**src/rtl/alu_arbiter_if.sv**
```systemverilog
// Request, ALU and response signals between the two requesters, the shared ALU and the arbiter.
// The slave modport is the arbiter's view; the master modport is the surrounding EX stage, aux unit and ALU.
interface alu_arbiter_if;
  logic        r0_req;
  logic [3:0]  r0_op;
  logic [31:0] r0_a;
  logic [31:0] r0_b;
  logic        r0_gnt;
  logic        r0_stall;
  logic        r1_req;
  logic [3:0]  r1_op;
  logic [31:0] r1_a;
  logic [31:0] r1_b;
  logic        r1_gnt;
  logic [31:0] alu_a;
  logic [31:0] alu_b;
  logic [3:0]  alu_op;
  logic [31:0] alu_c;
  logic        alu_zero;
  logic        rsp_valid;
  logic        rsp_id;
  logic [31:0] rsp_c;
  logic        rsp_zero;

  modport slave (
    input  r0_req, r0_op, r0_a, r0_b,
    input  r1_req, r1_op, r1_a, r1_b,
    input  alu_c, alu_zero,
    output r0_gnt, r0_stall, r1_gnt,
    output alu_a, alu_b, alu_op,
    output rsp_valid, rsp_id, rsp_c, rsp_zero
  );

  modport master (
    output r0_req, r0_op, r0_a, r0_b,
    output r1_req, r1_op, r1_a, r1_b,
    output alu_c, alu_zero,
    input  r0_gnt, r0_stall, r1_gnt,
    input  alu_a, alu_b, alu_op,
    input  rsp_valid, rsp_id, rsp_c, rsp_zero
  );
endinterface

```
**src/rtl/alu_arbiter.sv**
```systemverilog
// Two-port arbiter for the shared ALU: port 0 fixed priority, port 1 forced after STARVE_LIMIT denials.
// Grant is combinational (0 cycles); the tagged result is registered and appears 1 cycle after the grant.
module alu_arbiter #(
  parameter int unsigned STARVE_LIMIT = 4
) (
  input logic          clk,
  input logic          rst,
  alu_arbiter_if.slave bus
);

  localparam logic [3:0] LIMIT = 4'(STARVE_LIMIT);

  logic [3:0]  starve_cnt_q, starve_cnt_d;
  logic        rsp_valid_q, rsp_valid_d;
  logic        rsp_id_q, rsp_id_d;
  logic [31:0] rsp_c_q, rsp_c_d;
  logic        rsp_zero_q, rsp_zero_d;

  logic        r0_gnt;
  logic        r1_gnt;
  logic        force_r1;
  logic [3:0]  alu_op;
  logic [31:0] alu_a;
  logic [31:0] alu_b;

  always_comb begin
    r0_gnt   = 1'b0;
    r1_gnt   = 1'b0;
    force_r1 = (starve_cnt_q == LIMIT) && bus.r1_req;
    if (!rst) begin
      if (force_r1)        r1_gnt = 1'b1;
      else if (bus.r0_req) r0_gnt = 1'b1;
      else if (bus.r1_req) r1_gnt = 1'b1;
    end
  end

  always_comb begin
    alu_op = 4'b0000;
    alu_a  = 32'd0;
    alu_b  = 32'd0;
    if (r0_gnt) begin
      alu_op = bus.r0_op;
      alu_a  = bus.r0_a;
      alu_b  = bus.r0_b;
    end else if (r1_gnt) begin
      alu_op = bus.r1_op;
      alu_a  = bus.r1_a;
      alu_b  = bus.r1_b;
    end
  end

  // A withdrawn or granted port 1 request restarts the starvation count.
  always_comb begin
    starve_cnt_d = 4'd0;
    if (bus.r1_req && !r1_gnt)
      starve_cnt_d = (starve_cnt_q >= LIMIT) ? LIMIT : starve_cnt_q + 4'd1;
  end

  always_comb begin
    rsp_valid_d = r0_gnt | r1_gnt;
    rsp_id_d    = rsp_id_q;
    rsp_c_d     = rsp_c_q;
    rsp_zero_d  = rsp_zero_q;
    if (r0_gnt || r1_gnt) begin
      rsp_id_d   = r1_gnt;
      rsp_c_d    = bus.alu_c;
      rsp_zero_d = bus.alu_zero;
    end
  end

  always_ff @(posedge clk or posedge rst) begin
    if (rst) begin
      starve_cnt_q <= 4'd0;
      rsp_valid_q  <= 1'b0;
      rsp_id_q     <= 1'b0;
      rsp_c_q      <= 32'd0;
      rsp_zero_q   <= 1'b1;
    end else begin
      starve_cnt_q <= starve_cnt_d;
      rsp_valid_q  <= rsp_valid_d;
      rsp_id_q     <= rsp_id_d;
      rsp_c_q      <= rsp_c_d;
      rsp_zero_q   <= rsp_zero_d;
    end
  end

  assign bus.r0_gnt    = r0_gnt;
  assign bus.r1_gnt    = r1_gnt;
  assign bus.r0_stall  = bus.r0_req & ~r0_gnt;
  assign bus.alu_op    = alu_op;
  assign bus.alu_a     = alu_a;
  assign bus.alu_b     = alu_b;
  assign bus.rsp_valid = rsp_valid_q;
  assign bus.rsp_id    = rsp_id_q;
  assign bus.rsp_c     = rsp_c_q;
  assign bus.rsp_zero  = rsp_zero_q;

endmodule

```
**src/flat_wrapper.sv**
```systemverilog
// flat-port wrapper written by rule: the top's interface ports become plain ports
module alu_arbiter_flat 
#(
  parameter int unsigned STARVE_LIMIT = 4
)
  (clk, rst, bus_r0_req, bus_r0_op, bus_r0_a, bus_r0_b, bus_r1_req, bus_r1_op, bus_r1_a, bus_r1_b, bus_alu_c, bus_alu_zero, bus_r0_gnt, bus_r0_stall, bus_r1_gnt, bus_alu_a, bus_alu_b, bus_alu_op, bus_rsp_valid, bus_rsp_id, bus_rsp_c, bus_rsp_zero);
  alu_arbiter_if bus_i ();
  input logic clk;
  input logic rst;
  input wire logic [$bits(bus_i.r0_req)-1:0] bus_r0_req;
  input wire logic [$bits(bus_i.r0_op)-1:0] bus_r0_op;
  input wire logic [$bits(bus_i.r0_a)-1:0] bus_r0_a;
  input wire logic [$bits(bus_i.r0_b)-1:0] bus_r0_b;
  input wire logic [$bits(bus_i.r1_req)-1:0] bus_r1_req;
  input wire logic [$bits(bus_i.r1_op)-1:0] bus_r1_op;
  input wire logic [$bits(bus_i.r1_a)-1:0] bus_r1_a;
  input wire logic [$bits(bus_i.r1_b)-1:0] bus_r1_b;
  input wire logic [$bits(bus_i.alu_c)-1:0] bus_alu_c;
  input wire logic [$bits(bus_i.alu_zero)-1:0] bus_alu_zero;
  output wire logic [$bits(bus_i.r0_gnt)-1:0] bus_r0_gnt;
  output wire logic [$bits(bus_i.r0_stall)-1:0] bus_r0_stall;
  output wire logic [$bits(bus_i.r1_gnt)-1:0] bus_r1_gnt;
  output wire logic [$bits(bus_i.alu_a)-1:0] bus_alu_a;
  output wire logic [$bits(bus_i.alu_b)-1:0] bus_alu_b;
  output wire logic [$bits(bus_i.alu_op)-1:0] bus_alu_op;
  output wire logic [$bits(bus_i.rsp_valid)-1:0] bus_rsp_valid;
  output wire logic [$bits(bus_i.rsp_id)-1:0] bus_rsp_id;
  output wire logic [$bits(bus_i.rsp_c)-1:0] bus_rsp_c;
  output wire logic [$bits(bus_i.rsp_zero)-1:0] bus_rsp_zero;
  assign bus_i.r0_req = bus_r0_req;
  assign bus_i.r0_op = bus_r0_op;
  assign bus_i.r0_a = bus_r0_a;
  assign bus_i.r0_b = bus_r0_b;
  assign bus_i.r1_req = bus_r1_req;
  assign bus_i.r1_op = bus_r1_op;
  assign bus_i.r1_a = bus_r1_a;
  assign bus_i.r1_b = bus_r1_b;
  assign bus_i.alu_c = bus_alu_c;
  assign bus_i.alu_zero = bus_alu_zero;
  assign bus_r0_gnt = bus_i.r0_gnt;
  assign bus_r0_stall = bus_i.r0_stall;
  assign bus_r1_gnt = bus_i.r1_gnt;
  assign bus_alu_a = bus_i.alu_a;
  assign bus_alu_b = bus_i.alu_b;
  assign bus_alu_op = bus_i.alu_op;
  assign bus_rsp_valid = bus_i.rsp_valid;
  assign bus_rsp_id = bus_i.rsp_id;
  assign bus_rsp_c = bus_i.rsp_c;
  assign bus_rsp_zero = bus_i.rsp_zero;
  alu_arbiter #(.STARVE_LIMIT(STARVE_LIMIT)) u_core (.clk(clk), .rst(rst), .bus(bus_i));
endmodule
```
**config.mk**
```make
export PLATFORM = sky130hd
export DESIGN_NAME = alu_arbiter_flat
export DESIGN_NICKNAME = d
export VERILOG_FILES = /design/src/rtl/alu_arbiter_if.sv /design/src/rtl/alu_arbiter.sv /design/src/flat_wrapper.sv
export SDC_FILE = /design/constraint.sdc
export NUM_CORES = 1
export LEC_CHECK = 0
export CAP_MARGIN = 25
export CORE_AREA = 2 2 108 110
export DETAILED_ROUTE_END_ITERATION = 10
export DIE_AREA = 0 0 110 112
export PLACE_DENSITY = 0.68
export SYNTH_ARGS = -nofsm -noshare
export SYNTH_HDL_FRONTEND = slang
export SYNTH_SLANG_ARGS = --single-unit
export TNS_END_PERCENT = 30
```
**constraint.sdc**
```tcl
create_clock -name clk -period 3.2 [get_ports clk]
set_input_delay 0.48 -clock clk [delete_from_list [all_inputs] [get_ports clk]]
set_output_delay 0.48 -clock clk [all_outputs]
set_load 0.01 [all_outputs]
```
Yosys cells after proc, flatten, opt, wreduce, memory -nomap -nowiden
Index checks and enable logic that the tools add are counted.
{ "word_totals": {"regBits": 39, "input_bits": 173, "out_inout_bits": 106, "elab_cells": 30} }
{ "op_classes": {"n_addsub": 1, "magnitude_cmp": 1, "eq_ne": 1, "mux": 15, "n_bitwise": 3, "reduce_logical": 4} }
{ "ops": {"columns": ["operator", "count"], "rows": [
  ["32-bit 2-to-1 mux", 4],
  ["4-bit 2-to-1 mux", 4],
  ["1-bit 2-to-1 mux", 7],
  ["4-bit by 1-bit adder with 4-bit output, second input constant", 1],
  ["4-bit by 3-bit equality test with 1-bit output, second input constant", 1],
  ["4-bit by 3-bit greater-or-equal comparator with 1-bit output, second input constant", 1],
  ["1-bit logical AND", 2],
  ["1-bit bitwise AND", 1],
  ["1-bit zero test", 1],
  ["1-bit logical OR", 1],
  ["1-bit inverter", 1],
  ["1-bit bitwise OR", 1]
]} }

Longest topological paths before layout
Gate-level depths: netlist of run 1.
{ "logic_depth": {"depth_word": 7, "ltp_mapped": 7, "depth_no_buf": 5} }

Worst setup path before layout of run 1
OpenSTA, ideal clock, no wires.
{ "synth_timing": {"kind": "input to output", "from": "in rst", "to": "out bus_alu_a[0]", "t_arrival_ns": 2.235, "required_ns": 2.720, "path_slack_ns": 0.485, "path_stages": 5, "path_buffers": 2, "cell_sequence": "inv_1 > o211a_1 > buf_2 > clkbuf_1 > a22o_1"} }
{ "synth_via": {"elab_chain_cells": 3, "word_cells_on_any_way": 4, "classes_between": "4 x mux"} }
{ "synth_lines": {"columns": ["item", "line", "rtl"], "rows": [
  ["start, declared", "flat_wrapper.sv:9", "input logic rst;"],
  ["1-bit 2-to-1 mux", "alu_arbiter.sv:30", "if (!rst) begin"],
  ["32-bit 2-to-1 mux", "alu_arbiter.sv:45", "end else if (r1_gnt) begin"],
  ["32-bit 2-to-1 mux (*)", "alu_arbiter.sv:41", "if (r0_gnt) begin"],
  ["end, declared", "flat_wrapper.sv:23", "output wire logic [$bits(bus_i.alu_a)-1:0] bus_alu_a;"]
]} }
Mark *: on every way between the ends. The rest lies on a longest branch, timed or not.

Worst setup path in the final report of run 1
{ "layout_timing": {"from": "in bus_r1_req", "to": "out bus_alu_a[0]"} }
{ "layout_via": {"elab_chain_cells": 6, "word_cells_on_any_way": 9, "classes_between": "8 x mux; 1 x reduce/logical"} }
{ "layout_lines": {"columns": ["item", "line", "rtl"], "rows": [
  ["start, declared", "flat_wrapper.sv:14", "input wire logic [$bits(bus_i.r1_req)-1:0] bus_r1_req;"],
  ["1-bit 2-to-1 mux", "alu_arbiter.sv:33", "else if (bus.r1_req) r1_gnt = 1'b1;"],
  ["1-bit 2-to-1 mux", "alu_arbiter.sv:32", "else if (bus.r0_req) r0_gnt = 1'b1;"],
  ["1-bit 2-to-1 mux", "alu_arbiter.sv:31", "if (force_r1) r1_gnt = 1'b1;"],
  ["1-bit 2-to-1 mux", "alu_arbiter.sv:30", null],
  ["32-bit 2-to-1 mux", "alu_arbiter.sv:45", null],
  ["32-bit 2-to-1 mux (*)", "alu_arbiter.sv:41", null]
]} }
Marks and branches as above.

==> results of run 1 <==
-- worst paths after layout --
path / from / to / slack (ps) / depth (start not counted)
hold / removal: u_core.starve_cnt_q[0]$_DFF_PP0_ / u_core.starve_cnt_q[0]$_DFF_PP0_ / 460 / 1
min in group asynchronous: rst / u_core.bus.rsp_c[3]$_DFFE_PP0P_ / 780 / 3
hold reg to reg: u_core.starve_cnt_q[0]$_DFF_PP0_ / u_core.starve_cnt_q[0]$_DFF_PP0_ / 460 / 1
max in group asynchronous: rst / u_core.bus.rsp_zero$_DFFE_PP1P_ / 2050 / 3
setup reg to reg: u_core.starve_cnt_q[0]$_DFF_PP0_ / u_core.bus.rsp_id$_DFFE_PP0P_ / 1640 / 6
setup / recovery: bus_r1_req / bus_alu_a[0] / 240 / 6
-- cells in the mapped netlist --
library cell	n
dfrtp_1	38
nand3b_4	1
o21ai_2	1
nor2b_1	1
nor3_1	2
buf_6	7
nor4_1	1
inv_1	6
a22o_1	67
o21ai_0	1
o21bai_2	1
a211oi_4	1
conb_1	1
dfstp_2	1
ha_1	2
mux2_2	33
a22o_2	1
o211a_1	1
nor4b_1	1
clkbuf_1	6
buf_2	5
-- sequential cells by signal, indices dropped and copies added (netlist names) --
name,cells
u_core.bus.rsp_c,32
u_core.bus.rsp_zero,1
u_core.bus.rsp_id,1
u_core.bus.rsp_valid,1
u_core.starve_cnt_q,4
-- stage by stage --
step | instances | utilization | hold slack, ps
3_3_place_gp | 587 | 0.460 | 458
2_1_floorplan | 178 | - | 439
5_1_grt | 595 | 0.477 | 510
3_5_place_dp | 587 | 0.460 | 461
4_1_cts | 595 | 0.477 | 468
6_report | 595 | 0.477 | 464
-- cell type report --
| cell class | instances | share of cell area |
|---|---|---|
| clock inverter | 3 | 0.0134 |
| clock buffer | 5 | 0.0235 |
| multi-input combinational | 115 | 0.207 |
| inverter | 6 | 0.00422 |
| sequential | 39 | 0.183 |
| timing repair buffer | 284 | 0.535 |
| tap | 143 | 0.0336 |
-- worst register-to-register path: stages (launching register included) --
cell	delay (ps)
dfrtp_1	390
inv_1	60
ha_1	180
nand3b_4	110
a211oi_4	300
buf_12	270
o21bai_2	190
-- per-layer routing --
| layer | vias up | global-route usage | part of all wire |
|---|---|---|---|
| li1 | 1243 | - | - |
| met1 | 1239 | 0.169 | 0.37 |
| met2 | 136 | 0.278 | 0.52 |
| met3 | 10 | 0.0451 | 0.10 |
| met4 | 0 | 0.0312 | 0.0098 |
| met5 | - | 0 | 0 |
-- cell families after synthesis --
family | share of synthesized area
compound gates | 0.292
simple gates | 0.0230
flops | 0.438
buf+inv | 0.0668
mux | 0.167
other cells | 0.00168
fa+ha+maj | 0.0112
-- power groups by stage --
stage | clock network (mW) | registers, mW | logic [mW]
after detailed placement | 0 | 0.595 | 0.713
final | 0.654 | 0.586 | 0.707
after global routing | 0.692 | 0.594 | 0.751
after global placement | 0 | 0.591 | 0.705
after CTS | 0.672 | 0.586 | 0.716
after floorplan | 0 | 0.621 | 0.203
==> flow_metrics.py, run 1 <==
metrics = {
    "run_status": {
        "outcome": "complete, no violations",
    },
    "floorplanning": {
        "die_x_um": 110,
        "boundaryPins": 279,
        "dieArea_um2": 12300,
        "start_util": 0.200,
        "rows": 39,
        "core-area_um2": 11200,
        "fp.dieH_um": 112,
    },
    "pwr": {
        "p_sw_frac": 0.238,
        "clockPowerShare": 0.336,
        "seqPwrFrac": 0.301,
        "internal_power_mw": 1.48,
        "ir_worst_vdd_mv": 0.290,
        "power_mw": 1.95,
        "p_comb_frac": 0.363,
        "p_per_area_nw_per_um2": 365,
        "leakagePower_nw": 2.12,
        "p_sw_uw": 464,
    },
    "clock_network": {
        "cts_tree": "done",
        "cts_root_buf": "clkbuf_16",
        "htreeDepth": 2,
        "cts.sinks": 39,
        "cts_resized": 0,
        "cts_max_path_buffers": 2,
        "post_cts_buffers": 0,
        "clkSlewWorstSetupHoldPaths_ps": 60,
        "cts_hold_buf": 0,
        "clk_latency_ps": 280,
        "cts_buffers": 5,
    },
    "synthesis": {
        "syn_area_per_cell_um2": 12.5,
        "syn-instance-count": 178,
        "yosys_warnings": 0,
        "syn_area_um2": 2230,
        "synth.top_cell.area_share": 0.426,
        "synthTopCellsByArea": "dfrtp_1, a22o_1, mux2_2, buf_6, dfstp_2",
        "ys_seq_area_frac": 0.438,
        "synth-seq-cells": 39,
        "synthDistinctLibCells": 21,
        "yosys.area.top_type": "dfrtp_1",
        "syn_nets": 353,
    },
    "global_routing": {
        "grt_first_pass_wirelength_um": 14300,
        "antenna_found_initial": 0,
        "globalRouteOverflowTotal": 0,
        "grt_max_degree": 52,
        "grt_pass1_vias": 2692,
        "globalRouteTotalUtil": 0.151,
    },
    "placed_design": {
        "place_ws_ps": 229,
        "dpl_cell_area_um2": 5130,
        "gp_congestion": 0.797,
        "io_buffers": 278,
        "hpwl_um": 8210,
    },
    "drt": {
        "drc_errors": 0,
        "routed_wl_um": 9990,
        "ant_nets": 0,
        "via_per_inst": 4.42,
        "drt_iter0_markers": 142,
        "firstDrtPassIters": 4,
        "routed-via-count": 2628,
        "wl_per_cell_um": 16.8,
    },
    "timing": {
        "fmax_ghz": 0.338,
        "min_period_ps": 2960,
        "grt_setup_unrepaired": "false",
        "maxSlewViolCount": 0,
        "setup_viol": 0,
        "fin_skew_ps": 4.81,
        "final_hold_viol_count": 0,
        "finalCritPeriodShare": 0.925,
        "fin_tns_setup_ps": 0,
        "layout_setup_ws_ps": 240,
    },
    "setup_path": {
        "critPathMostFrequentCell": "clkdlybuf4s50_1",
        "crit_arrival_ps": 2480,
        "worst-path-buf-inv": 4,
        "critPathCaptureType": "output pin",
        "crit_path_top_delay_cell": "clkdlybuf4s50_1",
        "crit_type": "in -> out",
        "cp.required_ps": 2720,
        "critPathLaunchType": "input pin",
        "cp_cell_sequence": "clkdlybuf4s50_1, inv_1, a211oi_4, buf_4, a22o_1, clkdlybuf4s50_1",
        "path_delay_family": "buffers and inverters",
        "path_max_fanout": 21,
        "slowest_delay_ps": 570,
    },
    "cells_and_area": {
        "drive_gt1_frac": 0.119,
        "syn_to_final_growth_pct": 139,
        "fill_cells": 1008,
        "layout_commonest_cell": "clkdlybuf4s50_1",
        "finish.instance_area_um2": 5330,
        "regArea_um2": 977,
        "multi_input_area_um2": 1100,
        "layout_common_cells": "clkdlybuf4s50_1, a22o_1, dfrtp_1",
        "fin_nets": 626,
        "diodes": 0,
    },
    "flow_run": {
        "maxCapViolations": 0,
    },
    "hold_path": {
        "hold_path_class": "reg -> reg",
    },
}
No activity file was read; power rests on OpenSTA's default activity.
==> run 2, diff against run 1 <==
- PLACE_DENSITY: 0.68 -> 0.65
==> run 2 against run 1 <==
Net effect:
- final area is 0.73% lower
- clock power is 22% lower
- global-route usage is 1.1 points higher
- critical path type unchanged
- critical endpoint is now bus_alu_a[25]
- highest routed layer unchanged
==> flow_metrics.py, run 2 (synthesized netlist as in run 1, its figures left out) <==
metrics = {
    "pwr": {
        "p_per_area_nw_per_um2": 342,
        "ir_worst_vdd_mv": 0.213,
        "leakagePower_nw": 2.11,
        "p_sw_uw": 467,
        "power_mw": 1.81,
        "seqPwrFrac": 0.324,
        "clockPowerShare": 0.283,
        "internal_power_mw": 1.34,
        "p_sw_frac": 0.258,
        "p_comb_frac": 0.393,
    },
    "timing": {
        "setup_viol": 0,
        "finalCritPeriodShare": 0.932,
        "final_hold_viol_count": 0,
        "fin_tns_setup_ps": 0,
        "slew_headroom": 0.647,
        "grt_setup_unrepaired": "false",
        "worst_pin_slew_ps": 529,
        "maxSlewViolCount": 0,
        "fmax_ghz": 0.335,
        "fin_skew_ps": 5.40,
        "min_period_ps": 2980,
        "fin_hold_ws_ps": 501,
    },
    "setup_path": {
        "crit_path_top_delay_cell": "clkdlybuf4s50_1",
        "crit_type": "in -> out",
        "path_delay_family": "buffers and inverters",
        "slowest_delay_ps": 570,
        "path_max_fanout": 51,
        "worst-path-buf-inv": 4,
        "critPathLaunchType": "input pin",
        "crit_arrival_ps": 2500,
        "critPathCaptureType": "output pin",
        "critPathMostFrequentCell": "clkdlybuf4s50_1",
        "cp_cell_sequence": "clkdlybuf4s50_1, inv_1, a211oi_4, buf_12, a22o_1, clkdlybuf4s50_1",
        "cp.required_ps": 2720,
    },
    "clock_network": {
        "cts.sinks": 39,
        "post_cts_buffers": 0,
        "clk_latency_ps": 280,
        "cts_resized": 0,
        "htreeDepth": 2,
        "cts_root_buf": "clkbuf_16",
        "cts_buffers": 5,
        "cts_tree": "done",
        "cts_max_path_buffers": 2,
        "clkSlewWorstSetupHoldPaths_ps": 50,
        "cts_hold_buf": 0,
    },
    "floorplanning": {
        "rows": 39,
        "fp.dieH_um": 112,
        "start_util": 0.200,
        "boundaryPins": 279,
        "core-area_um2": 11200,
        "dieArea_um2": 12300,
        "die_x_um": 110,
    },
    "flow_run": {
        "maxCapViolations": 0,
    },
    "drt": {
        "firstDrtPassIters": 4,
        "via_per_inst": 4.50,
        "drc_errors": 0,
        "routed-via-count": 2686,
        "wl_per_cell_um": 18.0,
        "drt_iter0_markers": 163,
        "ant_nets": 0,
        "routed_wl_um": 10700,
    },
    "cells_and_area": {
        "largest_reg_flops": 32,
        "layout_commonest_cell": "clkdlybuf4s50_1",
        "finish.instance_area_um2": 5290,
        "fill_cells": 1032,
        "utilization": 0.474,
        "fin_nets": 626,
        "syn_to_final_growth_pct": 137,
        "drive_gt1_frac": 0.119,
        "layout_common_cells": "clkdlybuf4s50_1, a22o_1, dfrtp_1",
    },
    "global_routing": {
        "globalRouteTotalUtil": 0.162,
        "grt_pass1_vias": 2733,
        "globalRouteOverflowTotal": 0,
        "grt_max_degree": 52,
        "antenna_found_initial": 2,
        "grt_first_pass_wirelength_um": 15300,
    },
    "hold_path": {
        "hold_path_class": "reg -> reg",
    },
    "placed_design": {
        "hpwl_um": 8790,
        "gp_congestion": 0.867,
        "dpl_cell_area_um2": 5130,
        "io_buffers": 278,
    },
    "run_status": {
        "outcome": "complete, no violations",
    },
}
[run 2: cell type report]
type,count,area (um^2),area share
Timing Repair Buffer,284,2850,0.539
Multi-Input combinational cell,115,1100,0.209
Sequential cell,39,977,0.185
Tap cell,143,179,0.0338
Clock buffer,6,139,0.0262
Inverter,6,22.5,0.00426
Clock inverter,2,13.8,0.00260
Antenna cell,2,5.00,0.000946
[run 2: worst reg2reg max path, delay by kind of cell, from the launching register on]
kind            cells  cell delay [ps]
fa+ha+maj           1              190
simple gates        1              100
buf+inv             2              360
compound gates      2              470
flops               1              400
[run 2: path summary, 6_finish.rpt]
kind	from	to	slack, ps	cells past startpoint
worst min register to register	u_core.starve_cnt_q[0]$_DFF_PP0_	u_core.starve_cnt_q[0]$_DFF_PP0_	500	1
worst min-delay path	u_core.starve_cnt_q[0]$_DFF_PP0_	u_core.starve_cnt_q[0]$_DFF_PP0_	500	1
min in group asynchronous	rst	u_core.starve_cnt_q[1]$_DFF_PP0_	810	3
max in group asynchronous	rst	u_core.bus.rsp_zero$_DFFE_PP1P_	2010	3
worst max-delay path	bus_r1_req	bus_alu_a[25]	220	6
worst max register to register	u_core.starve_cnt_q[0]$_DFF_PP0_	u_core.bus.rsp_id$_DFFE_PP0P_	1610	6
[run 2: power by group through the flow]
stage | registers (mW) | clock network (mW) | logic [mW]
final | 0.587 | 0.511 | 0.712
after global routing | 0.595 | 0.548 | 0.754
after CTS | 0.587 | 0.526 | 0.720
after detailed placement | 0.594 | 0 | 0.717
after global placement | 0.591 | 0 | 0.710
after floorplan | 0.621 | 0 | 0.203
[run 2: layer usage]
layer,share of wire,up-vias,GRT usage
met5,0,-,0
li1,-,1246,-
met1,0.38,1271,0.189
met2,0.50,153,0.288
met4,0.012,0,0.0287
met3,0.11,16,0.0544
[run 2: metrics by stage]
step / instances / setup slack (ps)
3_3_place_gp: 587 / 264
5_1_grt: 595 / 131
3_5_place_dp: 587 / 231
4_1_cts: 595 / 231
2_1_floorplan: 178 / 485
6_report: 597 / 218
